==> src/rtl/cfs_apb_slv_pkg.sv <==
// Shared types and constants for the cfs_apb_slave APB completer.
package cfs_apb_slv_pkg;

  typedef enum logic [1:0] {
    IDLE,
    SETUP_SEEN,
    ACCESS
  } cfs_apb_slv_state_e;

  localparam logic [31:0] CFS_APB_SLV_ID_DEFAULT = 32'hCF5A_0001;
  localparam int          CFS_APB_SLV_WCNT_W     = 4;

endpackage

==> src/rtl/cfs_apb_slv_regfile.sv <==
// Register bank: read-only ID word at index 0, RW words at 1..NUM_REGS,
// combinational read mux and decode-error flag.
module cfs_apb_slv_regfile
  import cfs_apb_slv_pkg::*;
#(
  parameter int                DATA_W   = 32,
  parameter int                IDX_W    = 14,
  parameter int                NUM_REGS = 4,
  parameter logic [DATA_W-1:0] ID_VALUE = DATA_W'(CFS_APB_SLV_ID_DEFAULT)
) (
  input  logic                       clk,
  input  logic                       rst,
  input  logic [IDX_W-1:0]           idx,
  input  logic                       write,
  input  logic                       wr_en,
  input  logic [DATA_W-1:0]          wdata,
  output logic [DATA_W-1:0]          rd_data,
  output logic                       err,
  output logic [NUM_REGS*DATA_W-1:0] regs_flat
);

  logic [DATA_W-1:0] regs_q [NUM_REGS];
  logic              is_id;
  logic              is_rw;

  assign is_id = (idx == '0);
  assign is_rw = !is_id && (idx <= IDX_W'(NUM_REGS));
  // Writing the ID word and touching anything past the bank are both errors.
  assign err   = (is_id && write) || (!is_id && !is_rw);

  always_comb begin
    rd_data = '0;
    if (is_id) begin
      rd_data = ID_VALUE;
    end
    for (int i = 0; i < NUM_REGS; i++) begin
      if (idx == IDX_W'(i + 1)) begin
        rd_data = regs_q[i];
      end
    end
  end

  always_ff @(posedge clk) begin
    if (rst) begin
      for (int i = 0; i < NUM_REGS; i++) begin
        regs_q[i] <= '0;
      end
    end else if (wr_en && is_rw) begin
      for (int i = 0; i < NUM_REGS; i++) begin
        if (idx == IDX_W'(i + 1)) begin
          regs_q[i] <= wdata;
        end
      end
    end
  end

  for (genvar gi = 0; gi < NUM_REGS; gi++) begin : g_flat
    assign regs_flat[gi*DATA_W +: DATA_W] = regs_q[gi];
  end

endmodule

==> src/rtl/cfs_apb_slave.sv <==
// APB completer with optional wait states and a small register bank.
// Wait-state counter is built only when CFS_APB_SLV_WAIT_EN is defined.
module cfs_apb_slave
  import cfs_apb_slv_pkg::*;
#(
  parameter int    CFS_APB_MAX_ADDR_WIDTH = 16,
  parameter int    CFS_APB_MAX_DATA_WIDTH = 32,
  parameter int    NUM_REGS               = 4,
  parameter int    WAIT_CYCLES            = 0,
  parameter logic [CFS_APB_MAX_DATA_WIDTH-1:0] ID_VALUE =
    CFS_APB_MAX_DATA_WIDTH'(CFS_APB_SLV_ID_DEFAULT)
) (
  input  logic                                       pclk,
  input  logic                                       preset,
  input  logic                                       psel,
  input  logic                                       penable,
  input  logic                                       pwrite,
  input  logic [CFS_APB_MAX_ADDR_WIDTH-1:0]          paddr,
  input  logic [CFS_APB_MAX_DATA_WIDTH-1:0]          pwdata,
  output logic                                       pready,
  output logic [CFS_APB_MAX_DATA_WIDTH-1:0]          prdata,
  output logic                                       pslverr,
  output logic [NUM_REGS*CFS_APB_MAX_DATA_WIDTH-1:0] regs_o
);

  localparam int ADDR_W = CFS_APB_MAX_ADDR_WIDTH;
  localparam int DATA_W = CFS_APB_MAX_DATA_WIDTH;
  localparam int IDX_W  = ADDR_W - 2;

  cfs_apb_slv_state_e state_q, state_d;
  logic [IDX_W-1:0]   idx_q;
  logic               pwrite_q;
  logic               pready_q, pready_d;
  logic               pslverr_q, pslverr_d;
  logic [DATA_W-1:0]  prdata_q, prdata_d;

  logic               setup, busy, commit;
  logic               first_done, wait_last;
  logic [IDX_W-1:0]   cur_idx;
  logic               cur_write;
  logic [DATA_W-1:0]  rd_data;
  logic               rd_err;

  assign setup     = psel && !penable;
  assign busy      = (state_q != IDLE);
  // In IDLE the live address feeds the decode so a zero-wait response can
  // be registered on the setup edge itself.
  assign cur_idx   = busy ? idx_q : paddr[ADDR_W-1:2];
  assign cur_write = busy ? pwrite_q : pwrite;
  assign commit    = busy && psel && penable && pready_q && pwrite_q;

`ifdef CFS_APB_SLV_WAIT_EN
  logic [CFS_APB_SLV_WCNT_W-1:0] wcnt_q;

  assign first_done = (WAIT_CYCLES == 0);
  assign wait_last  = (wcnt_q == CFS_APB_SLV_WCNT_W'(1));

  always_ff @(posedge pclk) begin
    if (preset) begin
      wcnt_q <= '0;
    end else if (!busy && setup) begin
      wcnt_q <= CFS_APB_SLV_WCNT_W'(WAIT_CYCLES);
    end else if (busy && psel && (wcnt_q != '0)) begin
      wcnt_q <= wcnt_q - CFS_APB_SLV_WCNT_W'(1);
    end
  end
`else
  logic unused_wait;

  assign first_done  = 1'b1;
  assign wait_last   = 1'b0;
  assign unused_wait = &{1'b0, (WAIT_CYCLES != 0)};
`endif

  logic unused_addr;
  assign unused_addr = &{1'b0, paddr[1:0]};

  cfs_apb_slv_regfile #(
    .DATA_W   (DATA_W),
    .IDX_W    (IDX_W),
    .NUM_REGS (NUM_REGS),
    .ID_VALUE (ID_VALUE)
  ) u_regfile (
    .clk       (pclk),
    .rst       (preset),
    .idx       (cur_idx),
    .write     (cur_write),
    .wr_en     (commit),
    .wdata     (pwdata),
    .rd_data   (rd_data),
    .err       (rd_err),
    .regs_flat (regs_o)
  );

  always_ff @(posedge pclk) begin
    if (preset) begin
      state_q   <= IDLE;
      pready_q  <= 1'b0;
      pslverr_q <= 1'b0;
      prdata_q  <= '0;
    end else begin
      state_q   <= state_d;
      pready_q  <= pready_d;
      pslverr_q <= pslverr_d;
      prdata_q  <= prdata_d;
    end
  end

  always_ff @(posedge pclk) begin
    if (!busy && setup) begin
      idx_q    <= paddr[ADDR_W-1:2];
      pwrite_q <= pwrite;
    end
  end

  always_comb begin
    state_d   = state_q;
    pready_d  = 1'b0;
    pslverr_d = 1'b0;
    prdata_d  = prdata_q;
    unique case (state_q)
      IDLE: begin
        if (setup) begin
          state_d  = SETUP_SEEN;
          pready_d = first_done;
        end
      end
      SETUP_SEEN, ACCESS: begin
        if (!psel || pready_q) begin
          state_d = IDLE;
        end else begin
          state_d  = ACCESS;
          pready_d = wait_last;
        end
      end
      default: state_d = IDLE;
    endcase
    if (pready_d) begin
      prdata_d  = rd_data;
      pslverr_d = rd_err;
    end
  end

  assign pready  = pready_q;
  assign prdata  = prdata_q;
  assign pslverr = pslverr_q;

endmodule

==> config.mk <==
export PLATFORM = sky130hd
export DESIGN_NAME = cfs_apb_slave
export DESIGN_NICKNAME = d
export VERILOG_FILES = /design/src/rtl/cfs_apb_slv_pkg.sv /design/src/rtl/cfs_apb_slv_regfile.sv /design/src/rtl/cfs_apb_slave.sv
export SDC_FILE = /design/constraint.sdc
export NUM_CORES = 1
export LEC_CHECK = 0
export CORE_MARGIN = 2
export CORE_UTILIZATION = 38
export CTS_CLUSTER_DIAMETER = 150
export DETAILED_ROUTE_END_ITERATION = 7
export PLACE_DENSITY = 0.65
export SYNTH_ARGS = -nofsm -noshare
export SYNTH_HDL_FRONTEND = slang
export SYNTH_HIERARCHICAL = 1
export SYNTH_SLANG_ARGS = --single-unit
==> constraint.sdc <==
create_clock -name pclk -period 5.7 [get_ports pclk]
set_clock_uncertainty 0.1 [all_clocks]
set_input_delay 0.855 -clock pclk [delete_from_list [all_inputs] [get_ports pclk]]
set_output_delay 0.855 -clock pclk [all_outputs]
set_load 0.01 [all_outputs]
* Word level (Yosys, flattened, before mapping) *
Memory sizes are Yosys's and may differ from the RTL's.
Index checks and enable logic that the tools add are counted.

operators by class
  $lt $le $gt $ge = 1
  reductions and logical operators = 22
  muxes and demuxes = 34
  bitwise operators = 5
  eq/ne operators = 7

operators by type and width
  operator                                                                            number
  32-bit two-way mux                                                                  9
  14-bit by 2-bit == test with 1-bit output (second input constant)                   2
  1-bit two-way mux                                                                   21
  14-bit by 1-bit == test with 1-bit output (second input constant)                   1
  14-bit by 3-bit == test with 1-bit output (second input constant)                   1
  14-bit by 3-bit less-or-equal comparator with 1-bit output (second input constant)  1
  14-bit logical NOT                                                                  1
  14-bit two-way mux                                                                  1
  1-bit logical AND                                                                   10
  1-bit logical NOT                                                                   5
  2-bit two-way mux                                                                   2
  1-bit bitwise OR                                                                    4
  2-bit case mux with 2 select lines                                                  1
  2-bit OR reduction                                                                  2
  2-bit by 1-bit == test with 1-bit output (second input constant)                    1
  2-bit == test (second input constant)                                               1
  2-bit logical NOT                                                                   1
  1-bit logical OR                                                                    2
  2-bit != test (second input constant)                                               1
  2-bit nonzero test                                                                  1
  1-bit NOT                                                                           1

storage, ports and cells
  output and inout port bits = 162
  bits of input ports = 53
  register bits = 51
  logic and storage cells = 76
  memories = 1
  RAM bits = 128

memory list
  memory            words  bits a word  rd ports  clocked after Yosys merged registers in  write ports  RTL line                   text
  u_regfile.regs_q  4      32           4         0                                        4            cfs_apb_slv_regfile.sv:22  logic [DATA_W-1:0] regs_q [NUM_REGS];

* Depth between registers and ports, before layout *
Gate-level depths: netlist (run 1).

  word-level depth = 10
  gate-level depth with buffers = 12
  depth with buffers taken out = 8

* By module *
The synthesis (run 1) kept the hierarchy.

by module, submodules not included
  module               instances  area an instance (µm²)  cells each  seq. area each (µm²)
  cfs_apb_slv_regfile  1          5947.0                  478         3843.7
  cfs_apb_slave        1          1909.3                  191         1171.1

* Worst setup path before layout (run 1) *
No wires, ideal clock.

  kind = register to register
  from = register state_q[0]
  to = memory u_regfile.regs_q[2][0], enable pin
  setup time = 0.428 ns
  cell stages (with the launch flop) = 10
  path buffers = 3
  required time = 5.172 ns
  clock period less this slack = 4.276 ns
  arrival time = 3.748 ns
  slack = 1.424 ns
  cells stage by stage = dfxtp_1 inv_1 ha_1 buf_2 buf_2 mux2_2 nor4_4 nand4_4 buf_6 o21bai_1

RTL lines
  element                   RTL line                   text
  start: declaration        cfs_apb_slave.sv:30        cfs_apb_slv_state_e state_q, state_d;
  start signal: assignment  cfs_apb_slave.sv:102       state_q <= state_d;
  end: declaration          cfs_apb_slv_regfile.sv:22

==> results of run 1 <==
-- sequential cells by signal (all words and copies together) (netlist names) --
name,flops
idx_q,14
pslverr,1
u_regfile/regs_q,128
pready,1
prdata,32
state_q,2
pwrite_q,1
-- area by class of cell --
type | instances | area [µm²] | share of cell area, %
well taps | 270 | 338 | 3.12
clock inverters | 14 | 200 | 1.85
flip-flops and latches | 179 | 5010 | 46.4
repair buffers | 225 | 2210 | 20.5
clock buffers | 18 | 439 | 4.06
inverters | 4 | 15.0 | 0.139
multi-input cells | 435 | 2590 | 24.0
-- routing by layer --
metal | track usage [%] | share of wire [%]
met1 | 32.1 | 41
met2 | 37.6 | 48
met3 | 5.74 | 9.0
met4 | 6.63 | 1.5
met5 | 0 | 0
-- logic make-up (layout without fill, tap and decap cells) --
logic type,count (synthesis),count (layout),synth area share [%]
AOI/OAI and AO/OA,83,83,7.85
adders and majority gates,2,2,0.318
and+or+nand+nor,327,327,21.2
buffers and inverters,55,261,3.62
muxes,23,23,3.17
DFF,179,179,63.8
-- tightest hold or removal path, cell delays in order (launching register included) --
cell	delay, ps
dfxtp_1	310
nand2_1	50
a21oi_1	50
-- synthesized netlist by cell type, drive strengths merged (2+ instances only) --
| cell type | instances | area [µm²] |
|---|---|---|
| o2bb2ai | 2 | 17.5 |
| inv | 4 | 15.0 |
| nor3 | 54 | 317 |
| nand2b | 39 | 244 |
| a22o | 8 | 70.1 |
| mux2 | 15 | 169 |
| nor3b | 3 | 27.5 |
| a22oi | 3 | 22.5 |
| clkbuf | 21 | 80.1 |
| a2bb2oi | 8 | 70.1 |
| edfxtp | 143 | 4290 |
| nand3 | 3 | 20.0 |
| mux2i | 8 | 80.1 |
| nand2 | 65 | 244 |
| nor2b | 4 | 25.0 |
| or2 | 21 | 131 |
| buf | 30 | 189 |
| nor4bb | 3 | 30.0 |
| a21oi | 35 | 175 |
| nor2 | 119 | 447 |
| a221oi | 2 | 17.5 |
| dfxtp | 36 | 721 |
| a222oi | 21 | 210 |
| nand4 | 5 | 65.1 |
| nor4 | 2 | 42.5 |
| ha | 2 | 25.0 |
| nand3b | 3 | 22.5 |
-- worst max-delay path by stage --
stage	endpoint	slack [ps]	depth (start not counted)
after floorplan	u_regfile/regs_q[2][0]$_SDFFCE_PN0P_	1420	9
after global placement	u_regfile/regs_q[1][28]$_SDFFCE_PN0P_	1500	6
after detailed placement	u_regfile/regs_q[1][21]$_SDFFCE_PN0P_	1480	6
after CTS	u_regfile/regs_q[1][2]$_SDFFCE_PN0P_	1570	7
after global routing	u_regfile/regs_q[1][2]$_SDFFCE_PN0P_	1290	7
final	u_regfile/regs_q[1][17]$_SDFFCE_PN0P_	1590	7
-- stage by stage --
step	std cells	instance area [µm²]	setup WS [ps]
after floorplan	669	7860	1420
after global placement	1113	10200	1500
after detailed placement	1113	10200	1480
after CTS	1145	10800	1570
after global routing	1145	10800	1290
final	1145	10800	1590
-- report_power, final --
part           internal, W  switching [W]  total (W)
clock network     0.000753       0.000521    0.00127
registers          0.00145      0.0000219    0.00147
logic             0.000148       0.000181   0.000329
==> qor.txt, run 1 <==
status: finished clean
via count: 6,175
R2R setup slack: 1590 ps
Iter 0 DRT Violations: 719
Synth async-reset ratio: 0%
htree depth: 4
Clk pin slew, worst setup/hold paths: 60 ps
CP required: 5650 ps
Die ar.: 0.0218 mm²
worst flop-to-flop path startpoint: state_q[0]$_SDFFE_PP0P_
Hold Vio Cnt, Final: 0
global route total overflow: 0
post-synthesis sequential area ratio: 63.8%
setup bufs post-CTS: 0
final slew viol count: 0
Synth-to-Final Area Change: 37.6%
diode count: 0
pwr dens: 284 mW/mm²
Crit-path slowest cell: mux2_2
initial antenna violation count: 0
maximum fanout along the worst path: 33
r2r worst-path depth: 7
slew margin rel.: 27.4%
Hold Crit Class: reg2reg
maximum vdd drop: 203 µV
r2r endpoint: u_regfile/regs_q[1][17]$_SDFFCE_PN0P_
chip height: 148 µm
synth unique cells: 47
IO Pins: 215
critical path arrival: 4060 ps
FF+latch count, synth: 179
Synthesis Warnings: 6
Hold Crit Start: prdata[3]$_SDFFE_PP0P_
CP endpoint kind: flip-flop
worst skew pair latency: 430 ps
vias in the first global route: 6,017
Fill cells: 1,743
Synth Flop Type: edfxtp_1
WL final: 25,900 µm
final RePlAce weighted congestion: 0.811
effective utilization at floorplan: 38.8%
Hold Crit Endpoint: prdata[3]$_SDFFE_PP0P_
Max-Cap Viols: 0
Tot GR Track Use: 23.5%
unrepaired setup endpoints after global routing: no
Mean Syn Cell Area: 11.7 µm²
Synth Cell Area: 0.00786 mm²
Synth Instances: 669
nets: 917
cts hold-fix bufs: 0
CTS Root Buffer Type: clkbuf_16
fin crit period: 4110 ps
Critical Path Start: state_q[0]$_SDFFE_PP0P_
cts repair resizes: 0
Rows: 52
CP cell instances: inv_1, ha_1, mux2_2, nor4bb_1, nand4_2, buf_4, nand2b_2
CP delay by family, top: simple AND/OR/NAND/NOR gates
Startpoint Class: flip-flop
detailed placement HPWL: 16,000 µm
commonest non-fill, non-tap cells in the layout: 211 x clkdlybuf4s50_1, 143 x edfxtp_1, 119 x nor2_1
largest net degree at the start of global routing: 52
Routed Antenna Nets: 0
total power: 0.00307 W
DRC viols: 0
setup_tns: 0 ps
Max stage delay on crit path: 840 ps
Hold Slack: 355 ps
wire length of the first global-routing pass: 38,000 µm
worst path buffer plus inverter count: 2
share of cells above drive strength 1: 12.1%
die width: 148 µm
Post-Route Utilization: 53.4%
Post-synth EDFFs: 143
Slew @ Worst Pin: 1090 ps
syn nets: 724
area of the core: 0.0202 mm²
CTS tree: done
hold path depth: 2
final period utilization: 72.2%
Num CTS Buffers: 17
leakage power: 3.65 nW
Pre-Repair DR Iteration Count: 7
drt wl/cell: 22.6 µm
DR vias/cell: 5.39
FMAX: 243 MHz
most common cell after layout, fill and taps aside: clkdlybuf4s50_1
CP Class: reg2reg
Sink Count: 179
final setup fails: 0
I/O Buffers: 212
CTS max path bufs: 2
(Power assumes the default switching activity.)
==> inputs of run 2 (changes only) <==
Settings changed: PLACE_DENSITY 0.65 to 0.67.
Clock period 5.7 ns to 3.6 ns, I/O delays scaled along.
==> run 2 against run 1 <==
  * Fmax is 30% higher
  * Highest routed layer unchanged
  * Final cell count is 1.7% higher
  * Wire length is 1.8% lower
  * Global-route usage is 0.19 points lower
  * Clock-buffer cell count is 1 lower
  * Critical endpoint is now prdata[24]$_SDFFE_PP0P_
  * Critical path type unchanged
  * Via count is 0.32% lower
  * Combinational power is 67% higher
  * Clock power is 46% higher
  * Cell area is 1.6% higher
  * Hold slack better by 2.2 ps
  * First-iteration DRC count is 13% lower
==> qor.txt, run 2 (synthesized netlist as in run 1, its figures left out) <==
Slew @ Worst Pin: 607 ps
WL final: 25,400 µm
Crit-path slowest cell: and4b_1
total power: 0.00474 W
pwr dens: 431 mW/mm²
fin crit period: 3160 ps
setup bufs post-CTS: 0
via count: 6,155
Hold Crit Endpoint: prdata[2]$_SDFFE_PP0P_
R2R setup slack: 440 ps
Max-Cap Viols: 0
leakage power: 3.74 nW
drt wl/cell: 21.8 µm
CP Class: reg2reg
Rows: 52
max reg flops: 128
detailed placement HPWL: 16,800 µm
CP cell instances: inv_1, ha_1, mux2_2, nor3_4, and4b_1, a22o_1, nand2_1, a21oi_1
Routed Antenna Nets: 0
maximum fanout along the worst path: 12
post-route setup slack: 438 ps
worst slack at placement: 405 ps
Hold Vio Cnt, Final: 0
dpl cells: 1,133
r2r worst-path depth: 8
maximum vdd drop: 321 µV
setup_tns: 0 ps
final setup fails: 0
register with the most flip-flops: u_regfile/regs_q
status: finished clean
final slew viol count: 0
Num CTS Buffers: 17
vias in the first global route: 6,154
number of stages on the worst setup path: 8
Iter 0 DRT Violations: 624
largest net degree at the start of global routing: 34
commonest non-fill, non-tap cells in the layout: 211 x clkdlybuf4s50_1, 143 x edfxtp_1, 119 x nor2_1
cts repair resizes: 0
htree depth: 4
final RePlAce weighted congestion: 0.822
CTS max path bufs: 2
global route total overflow: 0
Startpoint Class: flip-flop
CP delay by family, top: simple AND/OR/NAND/NOR gates
I/O Buffers: 212
Synth-to-Final Area Change: 39.8%
Die ar.: 0.0218 mm²
critical path arrival: 3420 ps
cts hold-fix bufs: 0
wire length of the first global-routing pass: 37,600 µm
dpl cell area: 0.0104 mm²
most common cell after layout, fill and taps aside: clkdlybuf4s50_1
share of cells above drive strength 1: 14.3%
IO Pins: 215
nets: 937
Hold Crit Start: prdata[2]$_SDFFE_PP0P_
area of the core: 0.0202 mm²
worst path buffer plus inverter count: 1
Max stage delay on crit path: 700 ps
effective utilization at floorplan: 38.8%
Sink Count: 179
Tot GR Track Use: 23.3%
die width: 148 µm
Pre-Repair DR Iteration Count: 6
CP required: 3860 ps
post-route cell area: 0.0110 mm²
FMAX: 316 MHz
DR vias/cell: 5.28
final cell count without fillers: 1,165
Hold Crit Class: reg2reg
unrepaired setup endpoints after global routing: no
CTS Root Buffer Type: clkbuf_16
worst flop-to-flop path startpoint: state_q[0]$_SDFFE_PP0P_
Clk pin slew, worst setup/hold paths: 70 ps
DRC viols: 0
slew margin rel.: 59.5%
r2r endpoint: prdata[24]$_SDFFE_PP0P_
diode count: 0
hold path depth: 2
initial antenna violation count: 0
CP endpoint kind: flip-flop
final period utilization: 87.8%
CTS tree: done
worst skew pair latency: 430 ps
chip height: 148 µm
[run 2: cell types whose count changed in the layout (fill, tap and decap cells not counted), sizes merged]
cell      before  now
clkbuf        18   17
clkinv         6    5
inv            8   10
bufinv         4    2
clkinvlp       0    2
buf           14   34
[run 2: power breakdown]
part           total [W]  internal (W)  switching, W
clock network    0.00186       0.00104      0.000823
logic           0.000551      0.000259      0.000292
registers        0.00232       0.00229     0.0000342
total            0.00474       0.00359       0.00115
[run 2: stage by stage]
| step | hold slack, ps | utilization (%) |
|---|---|---|
| after global routing | 382 | 54.3 |
| final | 358 | 54.3 |
| after CTS | 358 | 54.3 |
| after detailed placement | 348 | 51.3 |
| after floorplan | 352 | - |
| after global placement | 344 | 51.3 |
[run 2: worst max-delay path by stage]
stage	from	to
6_report	state_q[0]$_SDFFE_PP0P_	prdata[24]$_SDFFE_PP0P_
5_1_grt	state_q[0]$_SDFFE_PP0P_	u_regfile/regs_q[0][1]$_SDFFCE_PN0P_
4_1_cts	state_q[0]$_SDFFE_PP0P_	u_regfile/regs_q[0][1]$_SDFFCE_PN0P_
3_5_place_dp	state_q[0]$_SDFFE_PP0P_	u_regfile/regs_q[0][10]$_SDFFCE_PN0P_
3_3_place_gp	state_q[0]$_SDFFE_PP0P_	u_regfile/regs_q[0][10]$_SDFFCE_PN0P_
2_1_floorplan	state_q[0]$_SDFFE_PP0P_	u_regfile/regs_q[2][0]$_SDFFCE_PN0P_
[run 2: cell type report]
| type | count | area, µm² |
|---|---|---|
| Timing Repair Buffer | 245 | 2430 |
| Tap cell | 270 | 338 |
| Clock buffer | 17 | 425 |
| Inverter | 4 | 15.0 |
| Sequential cell | 179 | 5010 |
| Multi-Input combinational cell | 435 | 2590 |
| Fill cell | 1765 | 9250 |
| Clock inverter | 15 | 171 |
[run 2: worst reg2reg max path: stages (launching register included)]
cell and delay (ps):
dfxtp_1 310, inv_1 70, ha_1 490, mux2_2 420, nor3_4 540, and4b_1 710
a22o_1 250, nand2_1 60, a21oi_1 150
[run 2: per-layer routing]
layer | global-route usage [%] | vias to the layer above | routed length (µm)
met5 | 0 | - | 0
met4 | 10.2 | 0 | 741
met3 | 5.28 | 47 | 2030
met2 | 37.7 | 287 | 12300
met1 | 30.2 | 2977 | 10400
li1 | - | 2844 | -
==> inputs of run 3 (changes only) <==
Settings changed: CTS_CLUSTER_SIZE set to 12.
==> results of run 3 <==
Final layout, timing and power as in run 2 (identical DEF).
